==> config.mk <==
export PLATFORM = sky130hd
export DESIGN_NAME = load_store_unit
export DESIGN_NICKNAME = d
export VERILOG_FILES = /design/src/rtl/load_store_unit.sv
export SDC_FILE = /design/constraint.sdc
export NUM_CORES = 1
export LEC_CHECK = 0
export ABC_AREA = 1
export CORE_MARGIN = 4
export CORE_UTILIZATION = 55
export DETAILED_ROUTE_END_ITERATION = 10
export DONT_BUFFER_PORTS = 1
export PLACE_DENSITY = 0.7
export SLEW_MARGIN = 20
export SYNTH_ARGS = -nofsm -noshare
export SYNTH_HDL_FRONTEND = slang
export SYNTH_SLANG_ARGS = --single-unit
==> constraint.sdc <==
create_clock -name clk -period 5.23 [get_ports clk]
set_clock_uncertainty 0.1 [all_clocks]
set_input_delay 1.3075 -clock clk [delete_from_list [all_inputs] [get_ports clk]]
set_output_delay 1.3075 -clock clk [all_outputs]
set_load 0.01 [all_outputs]
==> src/rtl/load_store_unit.sv <==
// load_store_unit: RV32I load/store to word-memory bridge (req/we/funct3/addr/wdata in; busy/done/err/rdata out; mem_A/mem_WD/mem_WE out, mem_RD in)
module load_store_unit #(
  parameter int unsigned MEM_BYTES = 65536
) (
  input  logic        clk,
  input  logic        rst,
  input  logic        req,
  input  logic        we,
  input  logic [2:0]  funct3,
  input  logic [31:0] addr,
  input  logic [31:0] wdata,
  output logic        busy,
  output logic        done,
  output logic        err,
  output logic [31:0] rdata,
  output logic [31:0] mem_A,
  output logic [31:0] mem_WD,
  output logic        mem_WE,
  input  logic [31:0] mem_RD
);
  typedef enum logic [2:0] {IDLE, LOAD, RMW_READ, WRITE, RESP} state_t;
  state_t      state_q;
  logic [2:0]  f3_q;
  logic [31:0] addr_q, wdata_q, merged_q;
  logic        illegal, misaligned, bad, mem_active;
  logic [7:0]  byte_sel;
  logic [15:0] half_sel;
  logic [31:0] load_d, lane_m, lane_d, merge_d;
  always_comb begin
    illegal    = we ? (funct3 > 3'b010) : (funct3 == 3'b011 || funct3[2:1] == 2'b11);
    misaligned = (funct3[1:0] == 2'b01 && addr[0]) || (funct3[1:0] == 2'b10 && addr[1:0] != 2'b00);
    bad        = illegal || misaligned || addr >= MEM_BYTES;
    mem_active = state_q == LOAD || state_q == RMW_READ || state_q == WRITE;
    mem_A      = mem_active ? {addr_q[31:2], 2'b00} : 32'd0;
    byte_sel   = mem_RD[{addr_q[1:0], 3'b000} +: 8];
    half_sel   = addr_q[1] ? mem_RD[31:16] : mem_RD[15:0];
    load_d     = f3_q[1] ? mem_RD :
                 f3_q[0] ? {{16{!f3_q[2] && half_sel[15]}}, half_sel} :
                           {{24{!f3_q[2] && byte_sel[7]}}, byte_sel};
    lane_m     = f3_q[0] ? (32'h0000FFFF << {addr_q[1], 4'b0000}) : (32'h000000FF << {addr_q[1:0], 3'b000});
    lane_d     = f3_q[0] ? {2{wdata_q[15:0]}} : {4{wdata_q[7:0]}};
    merge_d    = (mem_RD & ~lane_m) | (lane_d & lane_m);
    mem_WD     = state_q == WRITE ? (f3_q[1] ? wdata_q : merged_q) : 32'd0;
    mem_WE     = state_q == WRITE && !rst;
    busy       = state_q != IDLE;
  end
  always_ff @(posedge clk) begin
    if (rst) begin
      state_q  <= IDLE;
      f3_q     <= 3'b000;
      addr_q   <= 32'd0;
      wdata_q  <= 32'd0;
      merged_q <= 32'd0;
      done     <= 1'b0;
      err      <= 1'b0;
      rdata    <= 32'd0;
    end else begin
      done <= 1'b0;
      case (state_q)
        IDLE: if (req) begin
          f3_q    <= funct3;
          addr_q  <= addr;
          wdata_q <= wdata;
          if (bad) begin
            state_q <= RESP;
            done    <= 1'b1;
            err     <= 1'b1;
            rdata   <= 32'd0;
          end else begin
            state_q <= !we ? LOAD : funct3[1] ? WRITE : RMW_READ;
          end
        end
        LOAD: begin
          rdata   <= load_d;
          err     <= 1'b0;
          done    <= 1'b1;
          state_q <= RESP;
        end
        RMW_READ: begin
          merged_q <= merge_d;
          state_q  <= WRITE;
        end
        WRITE: begin
          err     <= 1'b0;
          done    <= 1'b1;
          state_q <= RESP;
        end
        default: state_q <= IDLE;
      endcase
    end
  end
endmodule

==> summary.txt <==
Finish
  • Area of the multi-input gates: 3050 sq um
  • Filler cell count: 1162
  • Final instance area: 7250 sq um
  • Layout cells sized above 1: 0.0689
  • Sequential cell area: 2720 sq um
  • Area Growth Syn to Fin: 8.42%
  • Layout Nets: 1063

STA
  • Final hold violations: 0
  • Final setup TNS: 0 ns
  • WHS: 0.346 ns
  • Final Cycle Share: 0.691
  • # setup viols final: 0
  • Final worst slack: 1.62 ns
  • Slew headroom: 0.341
  • Final Slew Violations: 0
  • Tmin final: 3.61 ns
  • Worst Max-Slew Pin Slew: 0.987 ns
  • RSZ-0062 raised after global routing: no
  • FMAX: 0.277 GHz

Placement
  • Post-place instance area: 6630 sq um
  • Port buffer count: 0
  • Pre-CTS setup slack: 1.87 ns
  • GPL Wtd Cong: 0.891
  • Post-DP HPWL: 12900 um

Worst hold path
  • Worst hold start: wdata_q[17]
  • Worst Hold End: wdata_q[17]
  • Hold Crit Class: reg -> reg
  • Hold path depth: 2

Worst setup path
  • Reg-to-Reg Start: state_q[2]
  • R2R setup slack: 2.84 ns
  • Crit. End Element: output pin
  • Worst R2R Path Depth: 7
  • Reg-to-reg critical path endpoint: wdata_q[15]
  • Startpoint types: register
  • Crit path kind: reg -> out
  • Crit path max fanout: 67
  • CP Data Required Time: 3.82 ns
  • Critical path arrival: 2.21 ns

Route
  • DRC Markers: 0
  • WL/cell: 16.1 um
  • Post-route ant nets: 0
  • DRT iter0 DRCs: 607
  • Drt pass-1 iters: 5
  • Routed vias/inst: 5.52
  • Overall via count from detail_route: 6185
  • WL final: 18100 um

Floorplanning
  • Die Wd: 118 um
  • Core Box Area: 12000 sq um
  • Die H: 118 um
  • I/O Pins: 203
  • Std-Cell Rows: 40
  • Starting Density: 0.559
  • Die ar.: 14000 sq um

Power
  • Power per cell area: 356 nW/um^2
  • Leakage power: 0.00321 uW
  • Pwr Total: 2580 uW
  • Peak VDD IR: 208 uV
  • Clock Power Share: 0.481
  • Sw frac: 0.240
  • Pint: 1960 uW
  • Psw: 618 uW
  • Logic pwr share: 0.090
  • Reg power frac: 0.429

Synth
  • Complex-gate fraction of the synthesized area: 0.247
  • Main combinational cell family by area after synthesis: compound AO/OA/AOI/OAI gates
  • Netlist Area Pre-Place: 6680 sq um
  • Synthesized flop and latch total: 136
  • Cell variety after synth: 26
  • Simple logic cell fraction of the synthesized area: 0.206
  • Adder-cell share of the synthesized area: 0
  • Mux cell area share after synthesis: 0
  • Synthesized instance count: 999
  • Synthesized area per cell: 6.69 sq um
  • Register area share after synthesis: 0.407
  • Xor/xnor cell area share of the yosys netlist: 0
  • YS warnings: 0

CTS
  • Maximum clock path buffer count: 2
  • Post-CTS Setup Bufs: 0
  • Htree depth: 4
  • Num CTS Buffers: 17
  • CTS tree: done
  • Hold Buf Count CTS: 0
  • CTS resizes: 0
  • Clock sink count: 136
  • CTS Root Cell: clkbuf_16
  • Clock latency on the worst-skew pair: 0.41 ns
  • Reg clk slew, reported paths: 0.05 ns

GRT
  • First-pass GRT wire length: 28800 um
  • GRT Overall Usage: 0.256
  • Vias in the first global route: 5606
  • Largest net degree at the start of global routing: 68
  • Remaining global-route overflow: 0
  • Initial antenna violation count: 1

Status
  • Status: completed

Run
  • Max-Cap Viols: 0
==> placed cells by master (no fill, tap or decap), types with 2 or more instances in the layout <==
cell,instances
nand2_1,216
inv_1,151
dfxtp_1,136
a21oi_1,105
o21ai_0,102
nor2_1,67
o211ai_1,56
nand3_1,34
o21ai_1,22
clkbuf_16,17
inv_2,9
buf_4,9
or2_2,8
o221ai_1,5
clkinv_2,5
nor3_1,4
bufinv_16,4
a21oi_2,3
clkbuf_1,3
nor2_2,2
nor2_4,2
nand2_2,2
o22ai_1,2
conb_1,2
clkbuf_8,2
==> metrics by stage <==
step           utilization  std cells
3_5_place_dp         0.554       1088
3_3_place_gp         0.554       1088
4_1_cts              0.605       1119
2_1_floorplan            -       1000
5_1_grt              0.606       1120
6_report             0.606       1120
==> area by class of cell <==
class / instances / area share
multi-input combinational: 635 / 0.421
clock inverter: 9 / 0.0204
tap: 147 / 0.0254
sequential: 136 / 0.376
inverter: 161 / 0.0836
antenna: 1 / 0.000345
timing repair buffer: 9 / 0.00932
clock buffer: 22 / 0.0641
==> critical path: stages (launching register included) <==
cell,delay (ns)
dfxtp_1,0.47
inv_2,0.10
nor3_4,0.11
buf_4,0.55
nor2_4,0.26
nor2_1,0.28
==> worst max path at each step <==
stage / to / cells after the start / slack (ns) / startpoint
floorplan: mem_WE / 2 / 2.03 / rst
global placement: rdata[20] / 10 / 1.94 / addr[22]
detailed placement: mem_A[5] / 5 / 1.87 / state_q[1]
CTS: mem_A[5] / 5 / 1.42 / state_q[1]
global route: mem_WD[28] / 6 / 1.40 / f3_q[1]
finish: mem_A[5] / 5 / 1.62 / state_q[1]
==> synthesized netlist by cell type (all sizes together) <==
cell type	number	area, sq um
o221ai	5	43.8
nor3	6	40.0
a21oi	108	552
o21ai	124	621
nor2	72	297
inv	161	604
clkbuf	31	116
or2	8	50.1
nand3	34	170
nand2	218	821
o211ai	56	420
dfxtp	136	2720
buf	37	210
o22ai	2	12.5
conb	1	3.75
==> metal layers <==
metal  wire, um  global-route usage  up-vias
li1           -                   -     3126
met1       7950               0.343     2772
met2       8050               0.394      252
met3       1670              0.0718       35
met4        400              0.0945        0
met5          0                   0        -
==> flip-flops by register name, indices dropped and copies added (netlist names) <==
register	flops
wdata_q	32
rdata	32
merged_q	32
state_q	3
done	1
addr_q	32
err	1
f3_q	3
==> power by group through the flow <==
stage          clock network [uW]  registers [uW]  logic (uW)
2_1_floorplan                   0            1120         199
3_3_place_gp                    0            1130         229
3_5_place_dp                    0            1130         230
4_1_cts                      1260            1110         231
5_1_grt                      1310            1110         268
6_report                     1240            1110         232
==> logic make-up after synthesis <==
logic type / count (synthesis)
simple gates: 338
compound gates: 295
buf+inv: 229
flops: 136
other cells: 1
No activity file was read; power rests on OpenSTA's default activity.
